## src/rtl/regfile_dump_reader_if.sv

```systemverilog
// Dump stream channel of regfile_dump_reader.
// Carries one register word and its address under a valid/ready handshake.
//   dump_valid : producer holds a word on dump_data/dump_addr
//   dump_ready : consumer accepts the word on this cycle's rising edge
//   dump_data  : register value (B bits)
//   dump_addr  : register address of dump_data (N bits)
// master = producer (the dump reader), slave = consumer.
interface regfile_dump_reader_if #(
  parameter int unsigned B = 32,
  parameter int unsigned N = 5
);
  logic         dump_valid;
  logic         dump_ready;
  logic [B-1:0] dump_data;
  logic [N-1:0] dump_addr;

  modport master (
    output dump_valid,
    output dump_data,
    output dump_addr,
    input  dump_ready
  );

  modport slave (
    input  dump_valid,
    input  dump_data,
    input  dump_addr,
    output dump_ready
  );
endinterface

```

## src/rtl/regfile_dump_reader.sv

```systemverilog
// Register-file dump engine.
// On a start pulse, walks the address range first_addr..last_addr (inclusive,
// wrapping modulo 2^N) through one combinational register-file read port. It
// streams each word with its address on the dump interface at one word per
// cycle while the consumer is ready.
// Ports:
//   clk, rst   : rising-edge clock, asynchronous active-high reset
//   start      : request, sampled only when idle
//   first_addr : first address of the range, captured with start
//   last_addr  : last address of the range (inclusive), captured with start
//   r_addr     : registered read address to the register file
//   r_data     : combinational read data for r_addr
//   dump       : valid/ready word stream (master side)
//   busy       : high from the load cycle until the final handshake
//   done       : one-cycle pulse after the final word is accepted
module regfile_dump_reader #(
  parameter int unsigned B = 32,
  parameter int unsigned N = 5
) (
  input  logic                  clk,
  input  logic                  rst,
  input  logic                  start,
  input  logic [N-1:0]          first_addr,
  input  logic [N-1:0]          last_addr,
  output logic [N-1:0]          r_addr,
  input  logic [B-1:0]          r_data,
  regfile_dump_reader_if.master dump,
  output logic                  busy,
  output logic                  done
);

  localparam logic [1:0] StIdle = 2'd0;
  localparam logic [1:0] StLoad = 2'd1;
  localparam logic [1:0] StSend = 2'd2;

  logic [1:0]   state_q, state_d;
  logic [N-1:0] idx_q, idx_d;
  logic [N-1:0] last_q, last_d;
  logic         valid_q, valid_d;
  logic [B-1:0] data_q, data_d;
  logic [N-1:0] addr_q, addr_d;
  logic         done_q, done_d;

  always_comb begin
    state_d = state_q;
    idx_d   = idx_q;
    last_d  = last_q;
    valid_d = valid_q;
    data_d  = data_q;
    addr_d  = addr_q;
    done_d  = 1'b0;
    unique case (state_q)
      StIdle: begin
        if (start) begin
          idx_d   = first_addr;
          last_d  = last_addr;
          state_d = StLoad;
        end
      end
      StLoad: begin
        // r_addr already equals idx, so r_data is the first word.
        data_d  = r_data;
        addr_d  = idx_q;
        valid_d = 1'b1;
        idx_d   = idx_q + N'(1);
        state_d = StSend;
      end
      StSend: begin
        if (dump.dump_ready) begin
          // Compare against the word being accepted rather than idx, so a
          // full 2^N range (last == first-1) still terminates correctly.
          if (addr_q == last_q) begin
            valid_d = 1'b0;
            done_d  = 1'b1;
            idx_d   = '0;
            state_d = StIdle;
          end else begin
            // r_addr is one ahead, giving back-to-back words with no bubble.
            data_d = r_data;
            addr_d = idx_q;
            idx_d  = idx_q + N'(1);
          end
        end
      end
      default: begin
        state_d = StIdle;
        valid_d = 1'b0;
      end
    endcase
  end

  always_ff @(posedge clk or posedge rst) begin
    if (rst) begin
      state_q <= StIdle;
      idx_q   <= '0;
      last_q  <= '0;
      valid_q <= 1'b0;
      data_q  <= '0;
      addr_q  <= '0;
      done_q  <= 1'b0;
    end else begin
      state_q <= state_d;
      idx_q   <= idx_d;
      last_q  <= last_d;
      valid_q <= valid_d;
      data_q  <= data_d;
      addr_q  <= addr_d;
      done_q  <= done_d;
    end
  end

  assign r_addr          = idx_q;
  assign busy            = (state_q != StIdle);
  assign done            = done_q;
  assign dump.dump_valid = valid_q;
  assign dump.dump_data  = data_q;
  assign dump.dump_addr  = addr_q;

endmodule

```

## src/flat_wrapper.sv

```systemverilog
// flat-port wrapper written by rule: the top's interface ports become plain ports
module regfile_dump_reader_flat 
#(
  parameter int unsigned B = 32,
  parameter int unsigned N = 5
)
  (clk, rst, start, first_addr, last_addr, r_addr, r_data, busy, done, dump_dump_valid, dump_dump_data, dump_dump_addr, dump_dump_ready);
  regfile_dump_reader_if #(.B(B), .N(N)) dump_i ();
  input  logic clk;
  input  logic rst;
  input  logic start;
  input  logic [N-1:0] first_addr;
  input  logic [N-1:0] last_addr;
  output logic [N-1:0] r_addr;
  input  logic [B-1:0] r_data;
  output logic busy;
  output logic done;
  output wire logic [$bits(dump_i.dump_valid)-1:0] dump_dump_valid;
  output wire logic [$bits(dump_i.dump_data)-1:0] dump_dump_data;
  output wire logic [$bits(dump_i.dump_addr)-1:0] dump_dump_addr;
  input wire logic [$bits(dump_i.dump_ready)-1:0] dump_dump_ready;
  assign dump_dump_valid = dump_i.dump_valid;
  assign dump_dump_data = dump_i.dump_data;
  assign dump_dump_addr = dump_i.dump_addr;
  assign dump_i.dump_ready = dump_dump_ready;
  regfile_dump_reader #(.B(B), .N(N)) u_core (.clk(clk), .rst(rst), .start(start), .first_addr(first_addr), .last_addr(last_addr), .r_addr(r_addr), .r_data(r_data), .dump(dump_i), .busy(busy), .done(done));
endmodule
```

## config.mk

```make
export PLATFORM = sky130hd
export DESIGN_NAME = regfile_dump_reader_flat
export DESIGN_NICKNAME = d
export VERILOG_FILES = /design/src/rtl/regfile_dump_reader_if.sv /design/src/rtl/regfile_dump_reader.sv /design/src/flat_wrapper.sv
export SDC_FILE = /design/constraint.sdc
export NUM_CORES = 1
export LEC_CHECK = 0
export CAP_MARGIN = 5
export CORE_UTILIZATION = 30
export DETAILED_ROUTE_END_ITERATION = 16
export PLACE_DENSITY = 0.69
export REMOVE_ABC_BUFFERS = 1
export SLEW_MARGIN = 20
export SYNTH_ARGS = -nofsm -noshare
export SYNTH_HDL_FRONTEND = slang
export SYNTH_SLANG_ARGS = --single-unit
```

## constraint.sdc

```tcl
create_clock -name clk -period 4.7 [get_ports clk]
set_input_delay 0.705 -clock clk [delete_from_list [all_inputs] [get_ports clk]]
set_output_delay 0.705 -clock clk [all_outputs]
set_load 0.02 [all_outputs]
```

Yosys cells after proc, flatten, opt, wreduce, memory -nomap -nowiden
Cells that the tools add are included.
W data, S select, Z words.
{"block": "op_classes", "addsub": 1, "eq_ne": 7, "muxes": 20, "bitwise_logic": 1, "n_reduce_logical": 9}
{"operator": "$mux W32", "n": 2}
{"operator": "$pmux W32 S2", "n": 1}
{"operator": "$mux W5", "n": 5}
{"operator": "$pmux W5 S3", "n": 1}
{"operator": "$reduce_and A3 Y1", "n": 4}
{"operator": "$pmux W5 S2", "n": 1}
{"operator": "$mux W2", "n": 3}
{"operator": "$ne A2 B2 Y1 const B", "n": 3}
{"operator": "$pmux W2 S3", "n": 1}
{"operator": "$add A5 B1 Y5 const B", "n": 1}
{"operator": "$eq A5 B5 Y1", "n": 1}
{"operator": "$mux W1", "n": 5}
{"operator": "$reduce_bool A2 Y1", "n": 2}
{"operator": "$pmux W1 S3", "n": 1}
{"operator": "$reduce_bool A3 Y1", "n": 1}
{"operator": "$eq A2 B1 Y1 const B", "n": 1}
{"operator": "$eq A2 B2 Y1 const B", "n": 1}
{"operator": "$logic_not A2 Y1", "n": 1}
{"operator": "$ne A2 B1 Y1 const B", "n": 1}
{"operator": "$reduce_and A2 Y1", "n": 1}
{"operator": "$not A1 Y1", "n": 1}
{"block": "totals", "ff_bits": 51, "input_bits": 46, "output_inout_bits": 45, "elab_cells": 45}

Logic depth before layout (Yosys ltp)
Gate-level depths: netlist of run 1.
{"block": "depth", "word_depth": 4, "depth_mapped": 7, "ltp_nobuf": 7}

Worst setup path before layout of run 1
OpenSTA, ideal clock, no wires.
{"block": "synth_timing", "path_type": "reg2reg", "start": "reg u_core.addr_q[4], in the netlist u_core.dump.dump_addr[4]", "end": "reg u_core.addr_q[0], in the netlist u_core.dump.dump_addr[0]", "setup_ns": 0.125, "arrival_time_ns": 1.837, "required_ns": 4.575, "slack_ns": 2.739, "stages_incl_launch_ff": 7, "path_buffers": 1, "synth_period_minus_slack_ns": 1.961, "cell_sequence": "dfrtp_1 xor2_1 nor3_2 nand2_1 a31oi_4 buf_6 mux2_2"}
{"block": "synth_between", "elab_chain_cells": 3}
{"item": "start: declaration", "line_no": "regfile_dump_reader.sv:41", "text": "logic [N-1:0] addr_q, addr_d;"}
{"item": "start signal: assignment", "line_no": "regfile_dump_reader.sv:107", "text": "addr_q <= addr_d;"}
{"item": "$eq A5 B5 Y1", "line_no": "regfile_dump_reader.sv:72", "text": "if (addr_q == last_q) begin"}
{"item": "$ne A2 B2 Y1 (no source line)"}
{"item": "$reduce_and A3 Y1 (no source line)"}
Every way passes these cells.
A chain may end at the register's enable or synchronous reset.

Worst setup path after layout of run 1
{"block": "layout_timing", "start": "reg u_core.state_q[0]", "end": "out busy"}
{"block": "layout_between", "elab_chain_cells": 1}
{"item": "start: declaration", "line_no": "regfile_dump_reader.sv:36", "text": "logic [1:0] state_q, state_d;"}
{"item": "start signal: assignment", "line_no": "regfile_dump_reader.sv:94", "text": "state_q <= StIdle;"}
{"item": "start signal: assignment", "line_no": "regfile_dump_reader.sv:102", "text": "state_q <= state_d;"}
{"item": "$reduce_bool A2 Y1", "line_no": "regfile_dump_reader.sv:113", "text": "assign busy = (state_q != StIdle);"}
{"item": "end: declaration", "line_no": "flat_wrapper.sv:16", "text": "output logic busy;"}
Every way passes these cells.

==> results of run 1 <==
cell usage after synthesis:
| library cell | instances | area share (%) |
|---|---|---|
| dfrtp_1 | 51 | 58 |
| mux2_2 | 42 | 22 |
| inv_1 | 13 | 2.2 |
| ha_1 | 6 | 3.4 |
| xor2_1 | 5 | 2.0 |
| nor2_1 | 4 | 0.68 |
| o21ai_0 | 4 | 0.91 |
| a22o_1 | 3 | 1.2 |
| buf_6 | 3 | 1.5 |
| nand3_1 | 3 | 0.68 |
| o32ai_1 | 3 | 1.2 |
| a21o_1 | 2 | 0.68 |
| and3_1 | 2 | 0.57 |
| mux2_1 | 2 | 1.0 |
| nand2_1 | 2 | 0.34 |
| o21a_1 | 2 | 0.68 |
| o221ai_1 | 2 | 0.80 |
| a31o_2 | 1 | 0.40 |
| a31oi_4 | 1 | 0.97 |
| mux2i_1 | 1 | 0.46 |
| nor3_2 | 1 | 0.46 |
| o22ai_1 | 1 | 0.28 |
worst max-delay path, stage by stage (launching register included):
cell,delay [ns]
dfrtp_1,0.41
inv_1,0.10
ha_1,0.23
inv_1,0.08
clkdlybuf4s50_1,0.60
registers in the layout (all words and copies together), names as in the netlist:
signal	flops
u_core.dump.dump_data	32
u_core.dump.dump_addr	5
u_core.last_q	5
u_core.r_addr	5
u_core.state_q	2
u_core.done	1
u_core.dump.dump_valid	1
power groups by stage:
stage	clock, W	sequential, W	combinational [W]
global placement	0	0.000807	0.00136
finish	0.000276	0.000801	0.00137
global route	0.000305	0.000834	0.00148
CTS	0.000288	0.000805	0.00139
floorplan	0	0.00102	0.000607
detailed placement	0	0.000812	0.00138
cell families after synthesis:
| family | count (synthesis) | synth area share, % |
|---|---|---|
| AOI/OAI and AO/OA | 19 | 7.11 |
| xor gates and xnor gates | 5 | 1.99 |
| adders and majority gates | 6 | 3.41 |
| buffers and inverters | 16 | 3.75 |
| DFF | 51 | 58.0 |
| muxes | 45 | 23.0 |
| and+or+nand+nor | 12 | 2.73 |
per-stage QoR:
stage               total power (W)  worst slack [ns]  hold WS, ns  std cells  area, um^2
detailed placement          0.00220              2.29        0.488        338        3190
CTS                         0.00248              2.28        0.510        346        3290
floorplan                   0.00163              2.44        0.500        151        2170
global placement            0.00217              2.34        0.475        338        3190
finish                      0.00245              2.28        0.508        346        3300
global route                0.00262              2.16        0.519        346        3300
layer usage:
| layer | GRT usage (%) | vias to the layer above |
|---|---|---|
| met4 | 4.02 | 0 |
| li1 | - | 731 |
| met5 | 0 | - |
| met2 | 19.7 | 57 |
| met1 | 16.2 | 757 |
| met3 | 3.68 | 4 |
layout make-up:
cell class | count | area, um^2
clock buffers | 8 | 100
repair buffers | 91 | 908
inverters | 13 | 50.0
flip-flops and latches | 51 | 1280
multi-input cells | 87 | 841
well taps | 96 | 120
fillers | 636 | 3650
worst paths after layout:
path                                                 from  cells past startpoint  slack (ns)                         to
max in group asynchronous                             rst                      2        3.28   u_core.dump.dump_addr[2]
worst max-delay path                    u_core.state_q[0]                      4        2.28                       busy
worst min register to register  u_core.dump.dump_data[27]                      1        0.51  u_core.dump.dump_data[27]
min in group asynchronous                             rst                      2        0.87  u_core.dump.dump_data[26]
worst min-delay path            u_core.dump.dump_data[27]                      1        0.51  u_core.dump.dump_data[27]
worst max register to register   u_core.dump.dump_addr[0]                      6        2.54   u_core.dump.dump_data[9]
==> run_results.csv, run 1 <==
group,metric,value,unit
timing,min_period,2.42,ns
power,power_frac_comb,56.0,%
floorplanning,die_h,87.6,um
timing,finalSetupTns,0,ns
clocking,path_clk_slew,0.09,ns
clocking,cts_buffers,5,
clocking,post-cts-setup-buffers,0,
route,firstDrtPassIters,4,
power,vdd_ir_drop_max,0.251,mV
clocking,ctsLongestPathBuffers,2,
placement,portBuffers,90,
final_layout,diodes,0,
timing,period_share,51.4,%
synthesis,ys_warn_count,0,
timing,rsz0062_at_grt,"false",
synthesis,ys_ff_latch,51,
timing,worst_pin_slew,0.894,ns
power,clkPwrFrac,11.3,%
clocking,cts_tree,"built",
job,maxCapViolCount,0,
floorplanning,die_w,87.6,um
global_route,grt-ovfl-total,0,
timing,setup_violations,0,
power,pwr-share-seq,32.7,%
timing,hold_viol,0,
clocking,clock-sinks,51,
critical_path,arrival,1.71,ns
timing,maxSlewHeadroom,40.4,%
floorplanning,die_area,0.00768,mm^2
global_route,grt_pass1_vias,1533,
route,wl_met1,2.07,mm
critical_path,worstSetupPathType,"reg2out",
clocking,htreeDepth,2,
route,met2_length,2.16,mm
final_layout,drive_above_1_share,21.6,%
power,p_int,0.00153,W
global_route,grtUsageTotal,12.4,%
route,drt_iter0_markers,72,
final_layout,fin_nets,301,
critical_path,cp-start-kind,"flop",
timing,fmax,414,MHz
route,viasPerCell,4.48,
clocking,clk_latency,0.30,ns
floorplanning,rows,30,
critical_path,endpoint_kind,"primary output",
floorplanning,core,0.00694,mm^2
synthesis,synth_area,0.00220,mm^2
clocking,cts_root_buf,"clkbuf_8",
placement,gp_congestion,0.791,
route,top_layer,"met4",
final_layout,final_cell_mix,"90 x clkdlybuf4s50_1, 51 x dfrtp_1, 42 x mux2_2, 12 x inv_1, 7 x clkbuf_8",
critical_path,cp.required,3.99,ns
synthesis,synth_area_per_cell,14.3,um^2
power,power.density,743,mW/mm^2
floorplanning,boundaryPins,91,
global_route,grt_max_degree,52,
clocking,cts_resized,0,
route,wl_per_cell,13.2,um
route,remaining_drc_errors,0,
synthesis,yosysSeqAreaShare,58.0,%
placement,dp_hpwl,3.18,mm
route,met3_length,316,um
outcome,status,"finished, final reports clean",
final_layout,area_delta_synth_final,49.8,%
power,swShare,37.5,%
synthesis,yosysUniqueCellTypes,22,
timing,skew,0.00733,ns
synthesis,syn_inst,154,
floorplanning,start_util,31.7,%
critical_path,crit_path_max_fanout,4,
power,leakagePower,1.40,nW
route,ant_nets,0,
route,drt_wl_total,4.57,mm
timing,slew_viol_final,0,
route,vias,1549,
power,power_switching,0.000919,W
global_route,grt_pass1_wl,7.35,mm
final_layout,final_common_cell,"clkdlybuf4s50_1",
min_path,hold_path.class,"reg2reg",
final_layout,fin_util,47.5,%
global_route,antenna_found_initial,0,
clocking,cts_hold_buf,0,
Note: power is estimated with default switching activity, not from simulation.
==> run 2, diff against run 1 <==
==> constraint.sdc (replaced) <==
create_clock -name clk -period 2.4 [get_ports clk]
set_input_delay 0.36 -clock clk [delete_from_list [all_inputs] [get_ports clk]]
set_output_delay 0.36 -clock clk [all_outputs]
set_load 0.02 [all_outputs]
==> run_results.csv, run 2 (synthesis results as in run 1) <==
group,metric,value,unit
route,ant_nets,0,
global_route,grt_pass1_vias,1516,
critical_path,reg2regPathDepth,6,
clocking,post-cts-setup-buffers,0,
critical_path,startpoint,"u_core.state_q[0]",
route,drt_iter0_markers,68,
global_route,antenna_found_initial,0,
timing,hold_viol,0,
timing,holdWs,0.414,ns
power,power.density,1460,mW/mm^2
floorplanning,die_area,0.00768,mm^2
placement,gp_congestion,0.746,
outcome,status,"finished, final reports clean",
placement,dp.cells,340,
timing,finalSetupTns,0,ns
timing,min_period,2.05,ns
power,leakagePower,1.43,nW
timing,maxSlewHeadroom,65.6,%
critical_path,endpoint,"busy",
global_route,grt_max_degree,38,
floorplanning,die_w,87.6,um
floorplanning,rows,30,
power,vdd_ir_drop_max,0.609,mV
clocking,path_clk_slew,0.09,ns
floorplanning,boundaryPins,91,
timing,period_share,85.6,%
critical_path,r2r_end,"u_core.dump.dump_data[29]",
clocking,ctsLongestPathBuffers,2,
clocking,clock-sinks,51,
critical_path,cp-start-kind,"flop",
global_route,grt-ovfl-total,0,
clocking,cts_resized,0,
clocking,htreeDepth,2,
timing,rsz0062_at_grt,"false",
timing,setup_violations,0,
final_layout,area_delta_synth_final,52.4,%
global_route,grt_pass1_wl,7.32,mm
final_layout,fill_cells,626,
route,remaining_drc_errors,0,
critical_path,endpoint_kind,"primary output",
final_layout,drive_above_1_share,22.6,%
job,maxCapViolCount,0,
floorplanning,core,0.00694,mm^2
route,firstDrtPassIters,4,
final_layout,seq_area,0.00128,mm^2
final_layout,largest_reg_flops,32,
critical_path,arrival,1.69,ns
clocking,cts_buffers,5,
critical_path,cp.required,2.04,ns
route,drt_wl_total,4.50,mm
final_layout,diodes,0,
final_layout,final_cell_mix,"90 x clkdlybuf4s50_1, 51 x dfrtp_1, 42 x mux2_2, 12 x inv_1",
placement,portBuffers,90,
final_layout,final_cells,348,
timing,slew_viol_final,0,
floorplanning,die_h,87.6,um
min_path,hold_path.class,"in2async",
critical_path,r2r_start,"u_core.dump.dump_addr[4]",
final_layout,final_area,0.00335,mm^2
critical_path,crit_path_max_fanout,4,
clocking,cts_hold_buf,0,
global_route,grtUsageTotal,12.3,%
placement,placement.cell_area,0.00323,mm^2
clocking,clk_latency,0.30,ns
final_layout,final_common_cell,"clkdlybuf4s50_1",
route,viasPerCell,4.48,
timing,worst_pin_slew,0.516,ns
final_layout,multi_input_area,841,um^2
route,vias,1558,
timing,skew,0.00724,ns
clocking,cts_tree,"built",
floorplanning,start_util,31.7,%
route,wl_per_cell,12.9,um
critical_path,worstSetupPathType,"reg2out",
critical_path,r2r_slack,0.49,ns
placement,dp_hpwl,3.32,mm
timing,fmax,487,MHz
clocking,cts_root_buf,"clkbuf_8",
final_layout,fin_nets,303,
final_layout,fin_util,48.3,%
run 2: cell types whose count changed in the layout (fill, tap and decap cells not counted), sizes merged:
cell,previous run,this run
inv,12,13
bufinv,0,1
clkbuf,8,6
buf,1,3
run 2: worst max-delay path, stage by stage, from the launching register on:
cell and delay [ns]:
dfrtp_1 0.40, inv_1 0.09, ha_1 0.23, inv_1 0.07, clkdlybuf4s50_1 0.60
run 2: through the flow:
step / total power (W) / worst slack [ns]
after floorplan: 0.00319 / 0.135
after detailed placement: 0.00435 / 0.498
after global routing: 0.00523 / 0.234
after CTS: 0.00498 / 0.306
after global placement: 0.00430 / 0.528
final: 0.00490 / 0.345
run 2: worst min path at each step:
stage | slack, ns | cells after the start | endpoint | startpoint
floorplan | 0.49 | 1 | u_core.dump.dump_data[22] | r_data[22]
finish | 0.41 | 2 | u_core.dump.dump_data[26] | rst
global placement | 0.48 | 1 | u_core.dump.dump_data[22] | u_core.dump.dump_data[22]
detailed placement | 0.48 | 1 | u_core.dump.dump_data[22] | u_core.dump.dump_data[22]
CTS | 0.42 | 2 | u_core.dump.dump_data[29] | rst
global route | 0.49 | 2 | u_core.dump.dump_data[9] | rst
run 2: per-layer routing:
layer	track usage, %	share of wire [%]	vias to the layer above
met3	4.71	8.4	8
met2	18.9	45	63
met1	16.0	45	752
met4	4.32	1.4	0
li1	-	-	735
met5	0	0	-
run 2: where the power goes:
group	internal, W	switching [W]	total [W]
sequential	0.00130	0.000270	0.00157
clock	0.000337	0.000269	0.000607
combinational	0.00148	0.00125	0.00273
run 2: cell type report:
type | instances | area share, %
Clock buffer | 6 | 2.46
Clock inverter | 2 | 1.05
Multi-Input combinational cell | 87 | 25.1
Timing Repair Buffer | 93 | 28.3
Sequential cell | 51 | 38.1
Tap cell | 96 | 3.58
Inverter | 13 | 1.46
==> run 3, diff against run 2 <==
--- a/config.mk
+++ b/config.mk
@@ -8,6 +8,7 @@
 export CAP_MARGIN = 5
 export CORE_UTILIZATION = 30
 export DETAILED_ROUTE_END_ITERATION = 16
+export MAX_ROUTING_LAYER = met4
 export PLACE_DENSITY = 0.69
 export REMOVE_ABC_BUFFERS = 1
 export SLEW_MARGIN = 20
==> run_results.csv, run 3 (synthesis results as in run 1) <==
group,metric,value,unit
outcome,status,"finished, final reports clean",
final_layout,drive_above_1_share,22.6,%
placement,gp_congestion,0.755,
critical_path,endpoint_kind,"primary output",
placement,dp.cells,340,
timing,slew_viol_final,0,
final_layout,largest_reg_flops,32,
power,vdd_ir_drop_max,0.609,mV
clocking,cts_hold_buf,0,
final_layout,final_common_cell,"clkdlybuf4s50_1",
clocking,ctsLongestPathBuffers,2,
global_route,grt-ovfl-total,0,
critical_path,crit_path_max_fanout,4,
route,viasPerCell,4.47,
global_route,grtUsageTotal,12.7,%
route,drt_wl_total,4.49,mm
final_layout,fin_util,48.3,%
min_path,hold_path.class,"in2async",
timing,worst_pin_slew,0.516,ns
floorplanning,rows,30,
global_route,grt_pass1_vias,1519,
critical_path,cp.required,2.04,ns
critical_path,cp-start-kind,"flop",
final_layout,fin_nets,303,
critical_path,worstSetupPathType,"reg2out",
route,firstDrtPassIters,4,
critical_path,crit_path_max_incr_delay,0.60,ns
placement,portBuffers,90,
route,wl_per_cell,12.9,um
power,power.density,1460,mW/mm^2
power,finalPower,0.00490,W
critical_path,r2r_slack,0.49,ns
final_layout,diodes,0,
critical_path,worst_path_max_delay_cell,"clkdlybuf4s50_1",
final_layout,final_cell_mix,"90 x clkdlybuf4s50_1, 51 x dfrtp_1, 42 x mux2_2, 12 x inv_1",
timing,period_share,85.7,%
global_route,grt_max_degree,38,
timing,rsz0062_at_grt,"false",
placement,dp_hpwl,3.32,mm
timing,fmax,486,MHz
clocking,htreeDepth,2,
route,vias,1555,
critical_path,crit_chain,"inv_1 -> ha_1 -> inv_1 -> clkdlybuf4s50_1",
route,remaining_drc_errors,0,
critical_path,r2r_end,"u_core.dump.dump_data[29]",
timing,finalSetupTns,0,ns
final_layout,seq_area,0.00128,mm^2
clocking,cts_resized,0,
clocking,clock-sinks,51,
floorplanning,die_w,87.6,um
critical_path,arrival,1.70,ns
timing,setup_violations,0,
floorplanning,boundaryPins,91,
critical_path,path_common_cell,"inv_1",
critical_path,reg2regPathDepth,6,
timing,hold_viol,0,
final_layout,final_cells,348,
global_route,antenna_found_initial,0,
timing,skew,0.00838,ns
floorplanning,start_util,31.7,%
global_route,grt_pass1_wl,7.31,mm
final_layout,area_delta_synth_final,52.4,%
route,drt_iter0_markers,68,
clocking,cts_buffers,5,
timing,min_period,2.06,ns
clocking,post-cts-setup-buffers,0,
clocking,clk_latency,0.30,ns
clocking,path_clk_slew,0.09,ns
route,ant_nets,0,
timing,holdWs,0.414,ns
final_layout,fill_cells,626,
final_layout,multi_input_area,841,um^2
floorplanning,core,0.00694,mm^2
power,leakagePower,1.43,nW
job,maxCapViolCount,0,
clocking,cts_root_buf,"clkbuf_8",
critical_path,r2r_start,"u_core.dump.dump_addr[4]",
timing,maxSlewHeadroom,65.6,%
clocking,cts_tree,"built",
floorplanning,die_area,0.00768,mm^2
floorplanning,die_h,87.6,um
==> run 3: cell counts in the layout (fill, tap and decap cells not counted) <==
No cell type changed its count.
==> run 3: worst max path at each step <==
stage / depth (start not counted) / startpoint / slack [ns] / to
after floorplan: 5 / u_core.dump.dump_addr[4] / 0.14 / u_core.dump.dump_addr[0]
after global placement: 6 / u_core.dump.dump_addr[4] / 0.53 / u_core.dump.dump_data[1]
after detailed placement: 6 / u_core.dump.dump_addr[4] / 0.50 / u_core.dump.dump_data[29]
after CTS: 4 / u_core.state_q[0] / 0.31 / busy
after global routing: 4 / u_core.state_q[0] / 0.24 / busy
final: 4 / u_core.state_q[0] / 0.34 / busy
==> run 3: final cells by class <==
cell class	instances	share of cell area (%)
timing repair buffer	93	28.3
tap	96	3.58
multi-input combinational	87	25.1
clock inverter	2	1.05
inverter	13	1.46
sequential	51	38.1
clock buffer	6	2.46
==> run 3: power by group <==
group          internal (W)  switching, W  total [W]
sequential          0.00130      0.000269    0.00157
clock              0.000337      0.000270   0.000607
combinational       0.00148       0.00125    0.00273
total               0.00312       0.00179    0.00490
==> run 3: metrics by stage <==
step	area (um^2)	worst slack [ns]
2_1_floorplan	2170	0.135
3_5_place_dp	3230	0.498
3_3_place_gp	3230	0.528
4_1_cts	3350	0.306
6_report	3350	0.344
5_1_grt	3350	0.236
==> run 3: worst max-delay path, delay by kind of cell, from the launching register on <==
| kind | cells | cell delay [ns] |
|---|---|---|
| buf+inv | 3 | 0.76 |
| fa+ha+maj | 1 | 0.23 |
| flops | 1 | 0.40 |
==> run 3: metal layers <==
metal  wire length, um  GRT usage (%)  vias up  share of wire [%]
li1                  -              -      736                  -
met2              2030           18.8       56                 45
met4                65           4.32        0                1.4
met5                 0              -        -                  0
met1              2090           16.4      755                 47
met3               312           4.15        8                6.9
